[src/rtl/ex_mem_buffer_if.sv]
// Execute-to-memory pipeline buffer bus: upstream handshake, downstream head entry,
// forwarding taps and occupancy.
interface ex_mem_buffer_if #(
  parameter int unsigned DATA_WIDTH = 32,
  parameter int unsigned PC_WIDTH   = 9,
  parameter int unsigned RD_WIDTH   = 5
);
  logic                  in_valid;
  logic                  in_ready;
  logic [DATA_WIDTH-1:0] in_alu_result;
  logic [DATA_WIDTH-1:0] in_store_data;
  logic [PC_WIDTH-1:0]   in_pc;
  logic [RD_WIDTH-1:0]   in_rd;
  logic [2:0]            in_funct3;
  logic                  in_reg_write;
  logic                  in_mem_read;
  logic                  in_mem_write;
  logic                  in_mem_to_reg;
  logic                  flush;

  logic                  out_valid;
  logic                  out_ready;
  logic [DATA_WIDTH-1:0] out_alu_result;
  logic [DATA_WIDTH-1:0] out_store_data;
  logic [PC_WIDTH-1:0]   out_pc;
  logic [RD_WIDTH-1:0]   out_rd;
  logic [2:0]            out_funct3;
  logic                  out_reg_write;
  logic                  out_mem_read;
  logic                  out_mem_write;
  logic                  out_mem_to_reg;

  logic                  fwd_en;
  logic [RD_WIDTH-1:0]   fwd_rd;
  logic [DATA_WIDTH-1:0] fwd_data;
  logic [1:0]            occupancy;

  modport master (
    output in_valid, in_alu_result, in_store_data, in_pc, in_rd, in_funct3,
           in_reg_write, in_mem_read, in_mem_write, in_mem_to_reg, flush, out_ready,
    input  in_ready, out_valid, out_alu_result, out_store_data, out_pc, out_rd, out_funct3,
           out_reg_write, out_mem_read, out_mem_write, out_mem_to_reg,
           fwd_en, fwd_rd, fwd_data, occupancy
  );

  modport slave (
    input  in_valid, in_alu_result, in_store_data, in_pc, in_rd, in_funct3,
           in_reg_write, in_mem_read, in_mem_write, in_mem_to_reg, flush, out_ready,
    output in_ready, out_valid, out_alu_result, out_store_data, out_pc, out_rd, out_funct3,
           out_reg_write, out_mem_read, out_mem_write, out_mem_to_reg,
           fwd_en, fwd_rd, fwd_data, occupancy
  );
endinterface

[src/rtl/ex_mem_buffer.sv]
// Two-entry EX/MEM skid buffer: head register drives the memory stage, skid register absorbs
// one extra entry so in_ready can be registered.
module ex_mem_buffer #(
  parameter int unsigned DATA_WIDTH = 32,
  parameter int unsigned PC_WIDTH   = 9,
  parameter int unsigned RD_WIDTH   = 5
) (
  input logic              clk,
  input logic              rst_n,
  ex_mem_buffer_if.slave   bus
);

  typedef struct packed {
    logic [DATA_WIDTH-1:0] alu_result;
    logic [DATA_WIDTH-1:0] store_data;
    logic [PC_WIDTH-1:0]   pc;
    logic [RD_WIDTH-1:0]   rd;
    logic [2:0]            funct3;
    logic                  reg_write;
    logic                  mem_read;
    logic                  mem_write;
    logic                  mem_to_reg;
  } entry_t;

  typedef enum logic [1:0] {StEmpty, StOne, StFull} state_e;

  state_e state_q, state_d;
  entry_t head_q, head_d;
  entry_t skid_q, skid_d;
  entry_t in_entry;
  logic   in_ready_q;
  logic   out_valid;
  logic   accept;
  logic   emit;

  // Capture-time cleanup: writes to x0 are dropped, a store overrides a read.
  always_comb begin
    in_entry            = '0;
    in_entry.alu_result = bus.in_alu_result;
    in_entry.store_data = bus.in_store_data;
    in_entry.pc         = bus.in_pc;
    in_entry.rd         = bus.in_rd;
    in_entry.funct3     = bus.in_funct3;
    in_entry.reg_write  = bus.in_reg_write & (bus.in_rd != '0);
    in_entry.mem_read   = bus.in_mem_read & ~bus.in_mem_write;
    in_entry.mem_write  = bus.in_mem_write;
    in_entry.mem_to_reg = bus.in_mem_to_reg;
  end

  assign out_valid = (state_q != StEmpty);
  assign accept    = bus.in_valid & in_ready_q;
  assign emit      = out_valid & bus.out_ready;

  always_comb begin
    state_d = state_q;
    head_d  = head_q;
    skid_d  = skid_q;
    if (bus.flush) begin
      state_d = StEmpty;
    end else begin
      unique case (state_q)
        StEmpty: begin
          if (accept) begin
            head_d  = in_entry;
            state_d = StOne;
          end
        end
        StOne: begin
          if (accept && emit) begin
            head_d = in_entry;
          end else if (accept) begin
            skid_d  = in_entry;
            state_d = StFull;
          end else if (emit) begin
            state_d = StEmpty;
          end
        end
        StFull: begin
          if (emit) begin
            head_d  = skid_q;
            state_d = StOne;
          end
        end
        default: state_d = StEmpty;
      endcase
    end
  end

  always_ff @(posedge clk) begin
    if (!rst_n) begin
      state_q    <= StEmpty;
      head_q     <= '0;
      skid_q     <= '0;
      in_ready_q <= 1'b0;
    end else begin
      state_q    <= state_d;
      head_q     <= head_d;
      skid_q     <= skid_d;
      in_ready_q <= (state_d != StFull);
    end
  end

  assign bus.in_ready       = in_ready_q;
  assign bus.out_valid      = out_valid;
  assign bus.out_alu_result = head_q.alu_result;
  assign bus.out_store_data = head_q.store_data;
  assign bus.out_pc         = head_q.pc;
  assign bus.out_rd         = head_q.rd;
  assign bus.out_funct3     = head_q.funct3;
  assign bus.out_reg_write  = head_q.reg_write;
  assign bus.out_mem_read   = head_q.mem_read;
  assign bus.out_mem_write  = head_q.mem_write;
  assign bus.out_mem_to_reg = head_q.mem_to_reg;

  // A load result is not ready until the memory stage returns it.
  assign bus.fwd_en   = out_valid & head_q.reg_write & ~head_q.mem_read;
  assign bus.fwd_rd   = head_q.rd;
  assign bus.fwd_data = head_q.alu_result;

  always_comb begin
    bus.occupancy = 2'd0;
    unique case (state_q)
      StEmpty: bus.occupancy = 2'd0;
      StOne:   bus.occupancy = 2'd1;
      StFull:  bus.occupancy = 2'd2;
      default: bus.occupancy = 2'd0;
    endcase
  end

endmodule

[src/flat_wrapper.sv]
// flat-port wrapper written by rule: the top's interface ports become plain ports
module ex_mem_buffer_flat 
#(
  parameter int unsigned DATA_WIDTH = 32,
  parameter int unsigned PC_WIDTH   = 9,
  parameter int unsigned RD_WIDTH   = 5
)
  (clk, rst_n, bus_in_valid, bus_in_alu_result, bus_in_store_data, bus_in_pc, bus_in_rd, bus_in_funct3, bus_in_reg_write, bus_in_mem_read, bus_in_mem_write, bus_in_mem_to_reg, bus_flush, bus_out_ready, bus_in_ready, bus_out_valid, bus_out_alu_result, bus_out_store_data, bus_out_pc, bus_out_rd, bus_out_funct3, bus_out_reg_write, bus_out_mem_read, bus_out_mem_write, bus_out_mem_to_reg, bus_fwd_en, bus_fwd_rd, bus_fwd_data, bus_occupancy);
  ex_mem_buffer_if #(.DATA_WIDTH(DATA_WIDTH), .PC_WIDTH(PC_WIDTH), .RD_WIDTH(RD_WIDTH)) bus_i ();
  input logic clk;
  input logic rst_n;
  input wire logic [$bits(bus_i.in_valid)-1:0] bus_in_valid;
  input wire logic [$bits(bus_i.in_alu_result)-1:0] bus_in_alu_result;
  input wire logic [$bits(bus_i.in_store_data)-1:0] bus_in_store_data;
  input wire logic [$bits(bus_i.in_pc)-1:0] bus_in_pc;
  input wire logic [$bits(bus_i.in_rd)-1:0] bus_in_rd;
  input wire logic [$bits(bus_i.in_funct3)-1:0] bus_in_funct3;
  input wire logic [$bits(bus_i.in_reg_write)-1:0] bus_in_reg_write;
  input wire logic [$bits(bus_i.in_mem_read)-1:0] bus_in_mem_read;
  input wire logic [$bits(bus_i.in_mem_write)-1:0] bus_in_mem_write;
  input wire logic [$bits(bus_i.in_mem_to_reg)-1:0] bus_in_mem_to_reg;
  input wire logic [$bits(bus_i.flush)-1:0] bus_flush;
  input wire logic [$bits(bus_i.out_ready)-1:0] bus_out_ready;
  output wire logic [$bits(bus_i.in_ready)-1:0] bus_in_ready;
  output wire logic [$bits(bus_i.out_valid)-1:0] bus_out_valid;
  output wire logic [$bits(bus_i.out_alu_result)-1:0] bus_out_alu_result;
  output wire logic [$bits(bus_i.out_store_data)-1:0] bus_out_store_data;
  output wire logic [$bits(bus_i.out_pc)-1:0] bus_out_pc;
  output wire logic [$bits(bus_i.out_rd)-1:0] bus_out_rd;
  output wire logic [$bits(bus_i.out_funct3)-1:0] bus_out_funct3;
  output wire logic [$bits(bus_i.out_reg_write)-1:0] bus_out_reg_write;
  output wire logic [$bits(bus_i.out_mem_read)-1:0] bus_out_mem_read;
  output wire logic [$bits(bus_i.out_mem_write)-1:0] bus_out_mem_write;
  output wire logic [$bits(bus_i.out_mem_to_reg)-1:0] bus_out_mem_to_reg;
  output wire logic [$bits(bus_i.fwd_en)-1:0] bus_fwd_en;
  output wire logic [$bits(bus_i.fwd_rd)-1:0] bus_fwd_rd;
  output wire logic [$bits(bus_i.fwd_data)-1:0] bus_fwd_data;
  output wire logic [$bits(bus_i.occupancy)-1:0] bus_occupancy;
  assign bus_i.in_valid = bus_in_valid;
  assign bus_i.in_alu_result = bus_in_alu_result;
  assign bus_i.in_store_data = bus_in_store_data;
  assign bus_i.in_pc = bus_in_pc;
  assign bus_i.in_rd = bus_in_rd;
  assign bus_i.in_funct3 = bus_in_funct3;
  assign bus_i.in_reg_write = bus_in_reg_write;
  assign bus_i.in_mem_read = bus_in_mem_read;
  assign bus_i.in_mem_write = bus_in_mem_write;
  assign bus_i.in_mem_to_reg = bus_in_mem_to_reg;
  assign bus_i.flush = bus_flush;
  assign bus_i.out_ready = bus_out_ready;
  assign bus_in_ready = bus_i.in_ready;
  assign bus_out_valid = bus_i.out_valid;
  assign bus_out_alu_result = bus_i.out_alu_result;
  assign bus_out_store_data = bus_i.out_store_data;
  assign bus_out_pc = bus_i.out_pc;
  assign bus_out_rd = bus_i.out_rd;
  assign bus_out_funct3 = bus_i.out_funct3;
  assign bus_out_reg_write = bus_i.out_reg_write;
  assign bus_out_mem_read = bus_i.out_mem_read;
  assign bus_out_mem_write = bus_i.out_mem_write;
  assign bus_out_mem_to_reg = bus_i.out_mem_to_reg;
  assign bus_fwd_en = bus_i.fwd_en;
  assign bus_fwd_rd = bus_i.fwd_rd;
  assign bus_fwd_data = bus_i.fwd_data;
  assign bus_occupancy = bus_i.occupancy;
  ex_mem_buffer #(.DATA_WIDTH(DATA_WIDTH), .PC_WIDTH(PC_WIDTH), .RD_WIDTH(RD_WIDTH)) u_core (.clk(clk), .rst_n(rst_n), .bus(bus_i));
endmodule
[config.mk]
export PLATFORM = sky130hd
export DESIGN_NAME = ex_mem_buffer_flat
export DESIGN_NICKNAME = d
export VERILOG_FILES = /design/src/rtl/ex_mem_buffer_if.sv /design/src/rtl/ex_mem_buffer.sv /design/src/flat_wrapper.sv
export SDC_FILE = /design/constraint.sdc
export NUM_CORES = 1
export LEC_CHECK = 0
export BUFFER_PORTS_ARGS = -buffer_cell sky130_fd_sc_hd__buf_2
export CAP_MARGIN = 15
export CORE_MARGIN = 5
export CORE_UTILIZATION = 35
export CTS_BUF_LIST = sky130_fd_sc_hd__clkbuf_8
export CTS_CLUSTER_DIAMETER = 30
export DETAILED_ROUTE_END_ITERATION = 10
export PLACE_DENSITY_LB_ADDON = 0.3
export RECOVER_POWER = 100
export SYNTH_ARGS = -nofsm -noshare
export SYNTH_HDL_FRONTEND = slang
export SYNTH_SLANG_ARGS = --single-unit
[constraint.sdc]
create_clock -name clk -period 2.8 [get_ports clk]
set_input_delay 0.84 -clock clk [delete_from_list [all_inputs] [get_ports clk]]
set_output_delay 0.84 -clock clk [all_outputs]
set_load 0.1 [all_outputs]
# Yosys cells after proc, flatten, opt, wreduce, memory -nomap -nowiden
# Cells that the tools add are included.
dict set report word_totals {
  in_bits 90
  word_cells 55
  reg_bits 173
  out_inout_bits 127
}
dict set report classes {
  n_reduce_logical 7
  eq_ne 6
  mux 12
  bitwise_logic 10
}
# cell n
set op_table {}
lappend op_table {{$mux W85} 3}
lappend op_table {{$pmux W85 S3} 1}
lappend op_table {{$mux W2} 6}
lappend op_table {{$and A1 B1 Y1} 6}
lappend op_table {{$ne A2 B1 Y1 const B} 3}
lappend op_table {{$pmux W2 S3} 1}
lappend op_table {{$reduce_and A5 Y1} 1}
lappend op_table {{$reduce_bool A5 Y1} 1}
lappend op_table {{$not A1 Y1} 4}
lappend op_table {{$pmux W2 S2} 1}
lappend op_table {{$reduce_and A4 Y1} 1}
lappend op_table {{$reduce_bool A3 Y1} 1}
lappend op_table {{$eq A2 B1 Y1 const B} 1}
lappend op_table {{$eq A2 B2 Y1 const B} 1}
lappend op_table {{$logic_not A2 Y1} 1}
lappend op_table {{$ne A2 B2 Y1 const B} 1}
lappend op_table {{$reduce_bool A2 Y1} 1}
lappend op_table {{$logic_and A1 B1 Y1} 1}

# Logic depth before layout (Yosys ltp)
# Gate-level depths: netlist of run 1.
dict set report logic_depth {
  word_depth 8
  ltp_mapped 7
  depth_no_buf 5
}

# Worst setup path before layout of run 1
# No wires, ideal clock.
dict set report synth_timing {
  path_type {register -> output}
  start {register u_core.head_q (netlist bit u_core.bus.out_reg_write)}
  end {output bus_fwd_en}
  stages_incl_launch_ff 2
  t_arrival_ps 1852
  path_buffers 0
  setup_slack_ps 108
  t_required_ps 1960
  path_cell_list {dfxtp_1 > and3b_1}
}
dict set report synth_between {
  elab_chain_cells 2
}
# item line_no
set synth_rtl {}
lappend synth_rtl {{from (decl)} ex_mem_buffer.sv:28} ;# entry_t head_q, head_d;
lappend synth_rtl {{from (signal assigned)} ex_mem_buffer.sv:92} ;# head_q <= '0;
lappend synth_rtl {{from (signal assigned)} ex_mem_buffer.sv:97} ;# head_q <= head_d;
lappend synth_rtl {{$and A1 B1 Y1 (2 in series)} ex_mem_buffer.sv:116} ;# assign bus.fwd_en = out_valid & head_q.reg_write & ~head_q.mem_read;
lappend synth_rtl {{to (decl)} flat_wrapper.sv:35} ;# output wire logic [$bits(bus_i.fwd_en)-1:0] bus_fwd_en;
# Every way passes these cells.

# Worst setup path after layout of run 1
dict set report layout_timing {
  start {register u_core.state_q[1]}
  end {output bus_occupancy[1]}
}
dict set report layout_between {
  elab_chain_cells 2
  elab_cells_between_ends 3
  cone_classes {eq/ne (2); mux (1)}
}
# item line_no
set layout_rtl {}
lappend layout_rtl {{from (decl)} ex_mem_buffer.sv:27} ;# state_e state_q, state_d;
lappend layout_rtl {{from (signal assigned)} ex_mem_buffer.sv:91} ;# state_q <= StEmpty;
lappend layout_rtl {{from (signal assigned)} ex_mem_buffer.sv:96} ;# state_q <= state_d;
lappend layout_rtl {{$eq A2 B2 Y1 or $eq A2 B1 Y1 (tied branches)} ex_mem_buffer.sv:122} ;# unique case (state_q)
lappend layout_rtl {{$pmux W2 S2 (*)} ex_mem_buffer.sv:122}
lappend layout_rtl {{to (decl)} flat_wrapper.sv:38} ;# output wire logic [$bits(bus_i.occupancy)-1:0] bus_occupancy;
# Mark *: on every way between the ends. The rest lies on a longest branch, timed or not.

==> results of run 1 <==
[tightest hold or removal path: stages, from the launching register on]
cell and delay (ns):
dfxtp_1 0.32, nand2_1 0.05, a21oi_1 0.05
[power by group through the flow]
stage          Clock, µW  Sequential, µW  Combinational (µW)
2_1_floorplan          0            3090                 431
3_3_place_gp           0            2630                1080
3_5_place_dp           0            2630                1080
4_1_cts             2010            2570                1080
5_1_grt             2090            2590                1120
6_report            1930            2580                1060
[logic make-up after synthesis]
| logic type | after synthesis | synth area share, % |
|---|---|---|
| flip-flops | 173 | 49.3 |
| AO/OA/AOI/OAI | 174 | 17.2 |
| multiplexers | 1 | 0.143 |
| AND/OR/NAND/NOR | 442 | 24.3 |
| XOR/XNOR | 1 | 0.125 |
| buffers and inverters | 113 | 8.94 |
[layout make-up]
cell class,instances,share of cell area (%)
Timing Repair Buffer,228,14.5
Clock inverter,12,2.02
Multi-Input combinational cell,618,35.1
Sequential cell,173,41.1
Inverter,2,0.0891
Tap cell,265,3.94
Clock buffer,20,3.27
[worst max-delay path by stage]
stage | depth (start not counted) | endpoint | from | slack (ns)
2_1_floorplan | 1 | bus_fwd_en | u_core.bus.out_reg_write$_SDFFE_PN0P_ | 0.11
3_3_place_gp | 6 | u_core.bus.out_funct3[2]$_SDFFE_PN0P_ | bus_flush | 0.60
3_5_place_dp | 6 | u_core.bus.out_store_data[11]$_SDFFE_PN0P_ | bus_flush | 0.52
4_1_cts | 3 | bus_fwd_en | u_core.state_q[1]$_SDFF_PN0_ | 0.25
5_1_grt | 3 | bus_occupancy[1] | u_core.state_q[1]$_SDFF_PN0_ | 0.14
6_report | 3 | bus_occupancy[1] | u_core.state_q[1]$_SDFF_PN0_ | 0.27
[cells in the final DEF (no fill, tap or decap), types with 2 or more instances in the layout]
cell type	netlist	layout
dfxtp_1	173	173
buf_2	34	88
buf_1	0	3
inv_1	0	5
a21oi_1	85	85
clkbuf_1	35	44
nor2b_1	2	2
clkbuf_2	0	82
clkinv_4	0	3
nand2_1	338	337
clkbuf_8	0	20
buf_12	0	9
nor2_1	88	88
nor3_1	2	2
nand2b_1	4	4
bufinv_16	0	4
a311oi_1	84	84
[cell usage after synthesis, drive strengths merged, types with 2 or more instances]
cell type  number
nor2b           2
buf            76
nand2         338
clkbuf         35
nor3            2
nor2           88
a21oi          85
dfxtp         173
a311oi         84
nand2b          4
and2            2
inv             2
[metal layers]
layer | track usage [%] | vias up | share of wire [%]
li1 | - | 3251 | -
met1 | 22.1 | 2911 | 46
met2 | 26.5 | 207 | 45
met3 | 4.43 | 13 | 8.2
met4 | 4.36 | 0 | 0.91
met5 | 0 | - | 0
[stage by stage]
step / instances / power, µW / utilization, % / setup WS, ns / area, µm²
floorplan: 904 / 3520 / - / 0.108 / 7020
global placement: 1286 / 3710 / 41.2 / 0.597 / 8080
detailed placement: 1286 / 3710 / 41.2 / 0.518 / 8080
CTS: 1318 / 5660 / 43.5 / 0.254 / 8520
global route: 1318 / 5790 / 43.0 / 0.144 / 8430
finish: 1318 / 5570 / 43.0 / 0.268 / 8430
==> qor.txt, run 1 <==
WHS Endpoint = u_core.skid_q[10]$_SDFFE_PN0P_
TritonCTS buffer count = 17
Antenna viol nets, final = 0
Max stage delay on crit path = 0.48 ns
CP Class = flip-flop to primary output
Sequential area share after synthesis = 49.3%
Fill count = 2,077
Post-synth EDFFs = 0
Post-route DRC = 0
Slew margin rel. = 5.06%
Syn Nets = 994
Max FFs per register = 85
Final setup viols = 0
Slew Viols, Final = 0
Worst hold start = u_core.skid_q[10]$_SDFFE_PN0P_
Starting Density = 35.9%
Drt first pass iters = 4
Required time of the critical path = 1.96 ns
Clock slew at reported path FFs = 0.09 ns
Final TNS setup = 0 ns
Total Routed Length = 19,200 µm
CP cell instances = nand2b_1, inv_1, clkbuf_2
Outcome = complete, no violations
Comb power frac = 19.1%
Slowest CP cell = clkbuf_2
Vias in the first global route = 5,948
R2r endpoint = u_core.bus.in_ready$_SDFF_PN0_
Clk pwr share = 34.7%
Max cap viols = 0
Sw frac = 32.9%
WL/cell = 14.5 µm
H-tree depth = 4
Post-CTS sizing = 0
Clock Path Buffers = 2
Final nets = 1,130
Worst r2r path cells = 5
Fmax = 395 MHz
Synthesis-stage register bit count = 173
CORE AREA = 19,600 µm²
Leading area contributor after synthesis = dfxtp_1
GPL Wtd Cong = 0.730
Worst R2R Setup Slack = 0.56 ns
Die X = 152 µm
Layout Skew = 0.00982 ns
Pint = 3740 µW
RR Startpoint = u_core.state_q[1]$_SDFF_PN0_
First-pass GRT wire length = 30,400 µm
Post-route clock period utilization = 90.4%
Num rows = 51
Area of the multi-input gates = 2960 µm²
Die span in y = 152 µm
Peak supply drop = 0.319 mV
IO Pins = 217
Hold WS = 0.457 ns
Area Growth Syn to Fin = 20.0%
Setup crit start kind = flip-flop
Largest net degree at the start of global routing = 88
Initial antenna violation count = 0
Slew @ Worst Pin = 1.42 ns
Critical path arrival = 1.69 ns
Root Buffer Master = clkbuf_8
Hold Fails Final Rpt = 0
Detailed Place HPWL = 12,000 µm
Clock sink total = 173
Vias = 6,382
Worst Hold Depth = 2
Worst Path Max Fanout = 7
Synth Area per Inst = 7.77 µm²
Worst Hold Class = flip-flop to flip-flop
Largest Register = u_core.skid_q
GR Overflow Total = 0
PortBufs = 216
# diodes = 0
Via/cell ratio = 4.84
Total track usage = 16.5%
Fin crit period = 2.53 ns
Async SR Flop Fraction = 0%
Ys flop type = dfxtp_1
Postcts setup bufs = 0
Later-pin clock latency in the skew report = 0.44 ns
Reg power frac = 46.2%
Family with the most delay on the worst path = buffers and inverters
Sw power = 1830 µW
Cells after Synth = 904
CP bufs+invs = 2
Power Density = 661 nW/µm²
Post-synth top area share = 49.3%
CTS hold repair buffers = 0
Die area = 23,000 µm²
RSZ-0062 raised after global routing = no
CTS tree = yes
CP endpoint kind = primary output
Share of cells above drive strength 1 = 20.4%
Post-synthesis cell type count = 27
Ys Warns = 0
Iter 0 DRT Violations = 349
Sequential cell area = 3460 µm²
Post-Syn Area = 7020 µm²
Top cells by area, synth = dfxtp_1, nand2_1, a311oi_1, a21oi_1, nor2_1
LEAKAGE = 0.00325 µW
Power figures use the tool's default switching activity.
==> inputs of run 2 (changes only) <==
==> constraint.sdc (replaced) <==
create_clock -name clk -period 2.4 [get_ports clk]
set_input_delay 0.72 -clock clk [delete_from_list [all_inputs] [get_ports clk]]
set_output_delay 0.72 -clock clk [all_outputs]
set_load 0.1 [all_outputs]
==> run 2 against run 1 <==
  * Cell count is 0.30% higher
  * Flip-flop and latch count is the same
  * Design area rose by 0.12%
  * Critical path type unchanged
  * Critical endpoint is now bus_fwd_en
  * Highest routed layer is now met5
==> qor.txt, run 2 (synthesis gave the netlist of run 1 again) <==
Slew @ Worst Pin = 1.13 ns
Post-route DRC = 0
Iter 0 DRT Violations = 271
First-pass GRT wire length = 29,600 µm
Commonest non-fill, non-tap cell in the layout = nand2_1
Worst Hold Class = flip-flop to flip-flop
CP Class = flip-flop to primary output
Fmax = 439 MHz
Total Routed Length = 18,900 µm
H-tree depth = 4
Largest net degree at the start of global routing = 88
Fin crit period = 2.28 ns
Slew Viols, Final = 0
Slew margin rel. = 24.5%
Hold WS = 0.457 ns
Peak supply drop = 0.292 mV
Hold Fails Final Rpt = 0
# diodes = 0
Postcts setup bufs = 0
Vias = 6,312
IO Pins = 217
CORE AREA = 19,600 µm²
Die area = 23,000 µm²
Detailed Place HPWL = 12,000 µm
CTS tree = yes
Die X = 152 µm
WL/cell = 14.3 µm
Power Density = 724 nW/µm²
Later-pin clock latency in the skew report = 0.45 ns
Final setup viols = 0
Initial antenna violation count = 2
Total track usage = 16.2%
Worst Path Max Fanout = 6
TritonCTS buffer count = 17
LEAKAGE = 0.00336 µW
Post-route clock period utilization = 94.9%
Outcome = complete, no violations
Clock slew at reported path FFs = 0.09 ns
Clock Path Buffers = 2
Layout Skew = 0.0126 ns
Max cap viols = 0
Critical path arrival = 1.56 ns
Setup crit start kind = flip-flop
Required time of the critical path = 1.68 ns
Share of cells above drive strength 1 = 25.6%
PortBufs = 216
Drt first pass iters = 4
Post-layout util = 43.1%
Clock sink total = 173
CP endpoint kind = primary output
Max FFs per register = 85
Via/cell ratio = 4.77
Root Buffer Master = clkbuf_8
Die span in y = 152 µm
Area Growth Syn to Fin = 20.1%
Starting Density = 35.9%
GR Overflow Total = 0
Vias in the first global route = 5,743
Largest Register = u_core.skid_q
RSZ-0062 raised after global routing = no
Most frequent cells in the layout = nand2_1, dfxtp_1, clkbuf_2
Final nets = 1,135
Final TNS setup = 0 ns
Num rows = 51
GPL Wtd Cong = 0.787
Antenna viol nets, final = 0
## run 2: cell types whose count changed in the layout (fill, tap and decap cells not counted), moves of 3 or more
cell,change
clkinvlp_4,+4
inv_1,-5
buf_1,-3
clkinv_4,-3
clkbuf_2,+44
clkbuf_1,-43
bufinv_16,-4
clkinv_2,+3
buf_4,+3
inv_6,+4
## run 2: timing repair
| item | in CTS | in global routing |
|---|---|---|
| setup endpoints to repair | 1 | 1 |
| hold buffers | 0 | 0 |
| gates resized for setup | 1 | 1 |
## run 2: critical path: stages (launching register included)
cell     delay [ns]
dfxtp_1        0.37
or2_2          0.32
and3b_2        0.20
buf_4          0.23
## run 2: layout make-up
| class | instances | area, µm² |
|---|---|---|
| repair buffers | 233 | 1330 |
| flip-flops and latches | 173 | 3460 |
| well taps | 265 | 332 |
| inverters | 2 | 11.3 |
| clock inverters | 12 | 87.6 |
| clock buffers | 19 | 262 |
| multi-input cells | 618 | 2950 |
| fillers | 2025 | 11200 |
## run 2: report_power, final
part | total [µW] | leakage [µW] | internal [µW] | switching, µW
clock network | 1850 | 0.000167 | 772 | 1080
registers | 3000 | 0.00140 | 2950 | 55.7
logic | 1250 | 0.00178 | 219 | 1030
total | 6110 | 0.00336 | 3940 | 2170
## run 2: path summary, 6_finish.rpt
path,start,to,slack (ns),cells past startpoint
max,u_core.state_q[0]$_SDFF_PN0_,bus_fwd_en,0.12,3
min,u_core.skid_q[73]$_SDFFE_PN0P_,u_core.skid_q[73]$_SDFFE_PN0P_,0.46,2
max reg2reg,u_core.state_q[0]$_SDFF_PN0_,u_core.bus.in_ready$_SDFF_PN0_,0.29,5
min reg2reg,u_core.skid_q[73]$_SDFFE_PN0P_,u_core.skid_q[73]$_SDFFE_PN0P_,0.46,2
## run 2: per-stage QoR
step | total power [µW] | std cells | setup WS [ns] | area (µm²)
final | 6110 | 1322 | 0.122 | 8440
after global placement | 4330 | 1291 | 0.326 | 8130
after floorplan | 4100 | 904 | 0.0901 | 7030
after global routing | 6380 | 1322 | 0.0206 | 8440
after detailed placement | 4330 | 1291 | 0.252 | 8130
after CTS | 6200 | 1322 | 0.0490 | 8480
## run 2: per-layer routing
metal / vias to the layer above / wire length, µm / track usage, % / share of wire [%]
met4: 4 / 195 / 4.72 / 1.0
met5: - / 14 / 0 / 0.074
met3: 20 / 1490 / 4.55 / 7.9
li1: 3265 / - / - / -
met2: 187 / 8540 / 25.6 / 45
met1: 2836 / 8610 / 21.7 / 46
